<file path="src/rtl/vga_timing_pkg.sv">
`default_nettype none
// ============================================================================
// Module      : vga_timing_pkg
// Description : Shared 640x480@60 Hz timing constants, derived totals, active
//               window offsets and the RGB565 black level. The VGA timing
//               controller, colour stage and SDRAM read path all use these.
// Revision    : 1.0 - initial release
// ============================================================================
package vga_timing_pkg;

  // Horizontal timing in pixel clocks
  localparam int unsigned c_h_sync  = 96;
  localparam int unsigned c_h_back  = 40;
  localparam int unsigned c_h_left  = 8;
  localparam int unsigned c_h_valid = 640;
  localparam int unsigned c_h_right = 8;
  localparam int unsigned c_h_front = 8;
  localparam int unsigned c_h_total = c_h_sync + c_h_back + c_h_left
                                    + c_h_valid + c_h_right + c_h_front;   // 800

  // Vertical timing in lines
  localparam int unsigned c_v_sync   = 2;
  localparam int unsigned c_v_back   = 25;
  localparam int unsigned c_v_top    = 8;
  localparam int unsigned c_v_valid  = 480;
  localparam int unsigned c_v_bottom = 8;
  localparam int unsigned c_v_front  = 2;
  localparam int unsigned c_v_total  = c_v_sync + c_v_back + c_v_top
                                     + c_v_valid + c_v_bottom + c_v_front; // 525

  // First active column / row
  localparam int unsigned c_hs = c_h_sync + c_h_back + c_h_left;           // 144
  localparam int unsigned c_vs = c_v_sync + c_v_back + c_v_top;            // 35

  localparam logic [15:0] c_rgb_black  = 16'h0000;
  localparam logic [11:0] c_coord_none = 12'hFFF;

  // Inclusive range test on a 12-bit counter
  function automatic logic in_window(input logic [11:0] val,
                                     input logic [11:0] lo,
                                     input logic [11:0] hi);
    return (val >= lo) && (val <= hi);
  endfunction

endpackage
`default_nettype wire

</file>
<file path="src/rtl/vga_timing_ctrl.sv">
`default_nettype none
// ============================================================================
// Module      : vga_timing_ctrl
// Description : VGA timing generator and output stage. Free-running 12-bit
//               horizontal/vertical counters drive sync pulses, an active
//               display flag, a pixel request one clock ahead of it with the
//               requested coordinates, and a one-clock frame start pulse.
//               Returned RGB565 data is gated to black outside the active area.
// Ports       :
//   vga_clk      in   pixel clock (sole clock)
//   sys_rst_n    in   asynchronous active-low reset
//   pix_data     in   RGB565 for the coordinates requested one clock earlier
//   pix_x/pix_y  out  requested column/row, 12'hFFF outside the request window
//   pix_data_req out  pixel request, leads rgb_valid by one clock
//   rgb_valid    out  active display region
//   frame_start  out  one-clock pulse when counters wrap to (0,0)
//   hsync/vsync  out  sync pulses, level SYNC_POL during the pulse
//   rgb          out  pix_data when rgb_valid, else black
// Revision    : 1.0 - initial release
// ============================================================================
module vga_timing_ctrl
  import vga_timing_pkg::*;
#(
  parameter int unsigned H_SYNC   = c_h_sync,
  parameter int unsigned H_BACK   = c_h_back,
  parameter int unsigned H_LEFT   = c_h_left,
  parameter int unsigned H_VALID  = c_h_valid,
  parameter int unsigned H_RIGHT  = c_h_right,
  parameter int unsigned H_FRONT  = c_h_front,
  parameter int unsigned V_SYNC   = c_v_sync,
  parameter int unsigned V_BACK   = c_v_back,
  parameter int unsigned V_TOP    = c_v_top,
  parameter int unsigned V_VALID  = c_v_valid,
  parameter int unsigned V_BOTTOM = c_v_bottom,
  parameter int unsigned V_FRONT  = c_v_front,
  parameter logic        SYNC_POL = 1'b1
) (
  input  logic        vga_clk,
  input  logic        sys_rst_n,
  input  logic [15:0] pix_data,
  output logic [11:0] pix_x,
  output logic [11:0] pix_y,
  output logic        pix_data_req,
  output logic        rgb_valid,
  output logic        frame_start,
  output logic        hsync,
  output logic        vsync,
  output logic [15:0] rgb
);

  // Last count of each counter
  localparam logic [11:0] c_h_last = 12'(H_SYNC + H_BACK + H_LEFT + H_VALID
                                         + H_RIGHT + H_FRONT - 1);
  localparam logic [11:0] c_v_last = 12'(V_SYNC + V_BACK + V_TOP + V_VALID
                                         + V_BOTTOM + V_FRONT - 1);
  localparam logic [11:0] c_h_sync_end = 12'(H_SYNC);
  localparam logic [11:0] c_v_sync_end = 12'(V_SYNC);

  // Active display window (inclusive bounds)
  localparam logic [11:0] c_act_h_lo = 12'(H_SYNC + H_BACK + H_LEFT);
  localparam logic [11:0] c_act_h_hi = 12'(H_SYNC + H_BACK + H_LEFT + H_VALID - 1);
  localparam logic [11:0] c_act_v_lo = 12'(V_SYNC + V_BACK + V_TOP);
  localparam logic [11:0] c_act_v_hi = 12'(V_SYNC + V_BACK + V_TOP + V_VALID - 1);

  // Request window is the active window shifted one clock earlier in x only;
  // the row range is identical because a line never straddles the shift.
  localparam logic [11:0] c_req_h_lo = c_act_h_lo - 12'd1;
  localparam logic [11:0] c_req_h_hi = c_act_h_hi - 12'd1;

  logic [11:0] cnt_h_q, cnt_h_d;
  logic [11:0] cnt_v_q, cnt_v_d;
  logic        frame_start_q, frame_start_d;

  logic        w_h_end;
  logic        w_v_end;
  logic        w_v_act;

  always_comb begin
    w_h_end       = (cnt_h_q == c_h_last);
    w_v_end       = (cnt_v_q == c_v_last);
    cnt_h_d       = w_h_end ? 12'd0 : cnt_h_q + 12'd1;
    cnt_v_d       = cnt_v_q;
    if (w_h_end) begin
      cnt_v_d = w_v_end ? 12'd0 : cnt_v_q + 12'd1;
    end
    // Registered so it lines up with the clock in which the counters read
    // (0,0) after a wrap; reset clears it, so no pulse on the first frame.
    frame_start_d = w_h_end && w_v_end;
  end

  always_ff @(posedge vga_clk or negedge sys_rst_n) begin
    if (!sys_rst_n) begin
      cnt_h_q       <= 12'd0;
      cnt_v_q       <= 12'd0;
      frame_start_q <= 1'b0;
    end else begin
      cnt_h_q       <= cnt_h_d;
      cnt_v_q       <= cnt_v_d;
      frame_start_q <= frame_start_d;
    end
  end

  // Output decodes straight from the counter registers
  assign hsync        = (cnt_h_q < c_h_sync_end) ? SYNC_POL : ~SYNC_POL;
  assign vsync        = (cnt_v_q < c_v_sync_end) ? SYNC_POL : ~SYNC_POL;
  assign w_v_act      = in_window(cnt_v_q, c_act_v_lo, c_act_v_hi);
  assign rgb_valid    = in_window(cnt_h_q, c_act_h_lo, c_act_h_hi) && w_v_act;
  assign pix_data_req = in_window(cnt_h_q, c_req_h_lo, c_req_h_hi) && w_v_act;
  assign pix_x        = pix_data_req ? (cnt_h_q - c_req_h_lo) : c_coord_none;
  assign pix_y        = pix_data_req ? (cnt_v_q - c_act_v_lo) : c_coord_none;
  assign rgb          = rgb_valid ? pix_data : c_rgb_black;
  assign frame_start  = frame_start_q;

endmodule
`default_nettype wire

</file>
<file path="config.mk">
export PLATFORM = sky130hd
export DESIGN_NAME = vga_timing_ctrl
export DESIGN_NICKNAME = d
export VERILOG_FILES = /design/src/rtl/vga_timing_pkg.sv /design/src/rtl/vga_timing_ctrl.sv
export SDC_FILE = /design/constraint.sdc
export NUM_CORES = 1
export LEC_CHECK = 0
export BUFFER_PORTS_ARGS = -buffer_cell sky130_fd_sc_hd__buf_2
export CAP_MARGIN = 25
export CORE_MARGIN = 8
export CORE_UTILIZATION = 30
export CTS_CLUSTER_SIZE = 20
export DETAILED_ROUTE_END_ITERATION = 12
export GPL_ROUTABILITY_DRIVEN = 1
export PLACE_DENSITY_LB_ADDON = 0.08
export RECOVER_POWER = 50
export SYNTH_ARGS = -nofsm -noshare
export SYNTH_HDL_FRONTEND = slang
export SYNTH_SLANG_ARGS = --single-unit
</file>
<file path="constraint.sdc">
create_clock -name vga_clk -period 2.9 [get_ports vga_clk]
set_input_delay 0.87 -clock vga_clk [delete_from_list [all_inputs] [get_ports vga_clk]]
set_output_delay 0.87 -clock vga_clk [all_outputs]
set_load 0.005 [all_outputs]
</file>
==> out/metrics.csv <==
metric,value,unit
seq_area,629,sq um
grt_overflow,0,
synth.yosys.seq_area_share,0.324,
drtIter0Drc,49,
die_x,96.2,um
worstPathRequired,2.03,ns
insertion_delay,0.28,ns
hp-class,flip-flop to flip-flop,
cts-root-buf,clkbuf_8,
synth_fa_ha_area_frac,0.0259,
wl_met1,2.87,mm
synth_top_area_frac,0.324,
tritoncts,done,
grt_use_total,0.144,
status,"finished, violations left",
pre_cts_ws,-0.139,ns
drv_slew,0,
cts.sinks,25,
failed_checks,"max-capacitance violations, negative setup slack",
rsz0062_at_grt,yes,
finalSetupViolations,39,
antenna_cells,0,
synth.avg_cell_area,8.40,sq um
fin_ws,-0.164,ns
port_buffers,62,
yosysWarnings,0,
hpwlAfterDp,4.65,mm
crit_type,flip-flop to output port,
grt_pass1_vias,1985,
grt_max_degree,26,
yosysMostFrequentCell,nand3_1,
synth_common_cells,"nand3_1, dfrtp_1, and2_1, nor2_1, xor2_1",
synth_nets,252,
finalHoldViolations,0,
die-area,0.00926,sq mm
antenna_found_initial,0,
ys_seq_elements,25,
cts.htree.levels,1,
nNetsFinal,360,
synthXorXnorAreaFrac,0.104,
synth-edff-count,0,
rows,29,
core_area,0.00628,sq mm
routed_wl,6.67,mm
drc,0,
holdBufCountCts,0,
slew_headroom,0.00142,
path_max_fanout,8,
synth_area_leaders,"dfrtp_1, nand3_1, and2_1",
worstPathArrival,2.19,ns
cp-end-kind,output port,
p_leak,0.00135,uW
post-route-period-util,1.06,
die_h,96.2,um
ir_drop,0.157,mV
ant_nets,0,
synth-compound-area-share,0.131,
cts_buffers,3,
grt_pass1_wl,10.3,mm
highest_layer,met4,
yosysTopAreaCell,dfrtp_1,
setup_tns,-4.39,ns
route.detailed.wl_per_inst,16.1,um
power-per-cell-area,198,mW/mm^2
worst_pin_slew,1.50,ns
path_clk_slew,0.10,ns
async_reset_ff_frac,1.00,
synth.area.mux_share,0,
multi_input_area,0.00133,sq mm
io_pins,63,
drive_gt1_frac,0.460,
cap_violations,1,
yosys.area_share.simple,0.343,
clk_path_buf_depth,2,
cp-start-kind,flip-flop,
area_growth,54.6,%
vias_per_cell,5.02,
fmax,326,MHz
first_pass_iters,4,
vias,2078,
netlist_area,0.00193,sq mm
syn_inst,230,
met2_wirelength,3.39,mm
synth_cell_type_count,41,
synth_top_family_by_area,simple AND/OR/NAND/NOR gates,
gp_congestion,0.768,
met3_length,362,um
start_util,0.308,
period_needed,3.06,ns
finClkSkew,0.00576,ns
synth_ff_type,dfrtp_1,
fillers,637,
[stage by stage]
step | hold WS, ns | area (sq um) | power [uW] | instances | utilization
floorplan | 0.466 | 1930 | 355 | 230 | -
global placement | 0.505 | 2610 | 373 | 395 | 0.416
detailed placement | 0.504 | 2610 | 373 | 395 | 0.416
CTS | 0.568 | 2880 | 598 | 413 | 0.459
global route | 0.600 | 2990 | 614 | 414 | 0.476
finish | 0.569 | 2990 | 591 | 414 | 0.476
[placed cells by master, fill, tap and decap left out, types with 3 or more instances in the layout]
master    count
dfrtp_1      22
clkbuf_1      3
a21oi_1       7
or3_1         5
and4_1        5
buf_6        14
ha_1          3
buf_4        52
o21ai_0       6
xor2_1       13
nand2_1      11
nand3_2       9
and2_4        5
nand3_1      18
buf_2        54
nor3_1        5
clkbuf_8      3
nand4_1      12
dfrtp_2       3
and2_1       14
inv_1        11
xnor2_1      10
nor2_1       13
[layer usage]
metal | vias up | track usage
li1 | 1033 | -
met1 | 991 | 0.173
met2 | 48 | 0.251
met3 | 6 | 0.0320
met4 | 0 | 0.0346
met5 | - | 0
[sequential cells by signal, summed over array words and instances (netlist names)]
name	flops
cnt_v_q	12
frame_start	1
cnt_h_q	12
[cell type report]
type / count / area share
inverters: 11 / 0.0138
flip-flops and latches: 25 / 0.211
repair buffers: 123 / 0.283
clock buffers: 4 / 0.0151
well taps: 77 / 0.0323
multi-input cells: 174 / 0.445
[where the power goes]
part	leakage, uW	internal [uW]	switching, uW
Combinational	0.000998	7.63	9.33
Sequential	0.000330	348	0
Clock	0.0000228	98.8	127
[critical path, cell delays in order, from the launching register on]
cell and delay (ns):
dfrtp_2 0.46, a2111oi_4 0.39, a31oi_2 0.15, buf_4 0.17
a2111oi_4 0.30, buf_4 0.23, and2_1 0.12, buf_2 0.10
[cells by family after synthesis]
| kind of cell | Yosys count |
|---|---|
| buf+inv | 32 |
| xor+xnor | 23 |
| fa+ha+maj | 4 |
| compound gates | 32 |
| flops | 25 |
| simple gates | 114 |
[final timing paths]
check	start	endpoint	slack (ns)	cells after the start
worst max-delay path	cnt_v_q[1]	rgb[14]	-0.16	7
worst min-delay path	cnt_v_q[11]	cnt_v_q[11]	0.57	2
worst max register to register	cnt_h_q[0]	cnt_v_q[3]	0.67	6
worst min register to register	cnt_v_q[11]	cnt_v_q[11]	0.57	2
max in group asynchronous	sys_rst_n	cnt_v_q[0]	0.99	1
min in group asynchronous	sys_rst_n	cnt_h_q[11]	0.93	1
[what timing repair did]
action                     CTS  global route
setup buffers               12             2
pin swaps                   11            18
gates resized for setup     20            30
setup endpoints to repair   42            42
hold endpoints to repair     0             0
gates cloned                 2             2
Note: power is estimated with default switching activity, not from simulation.
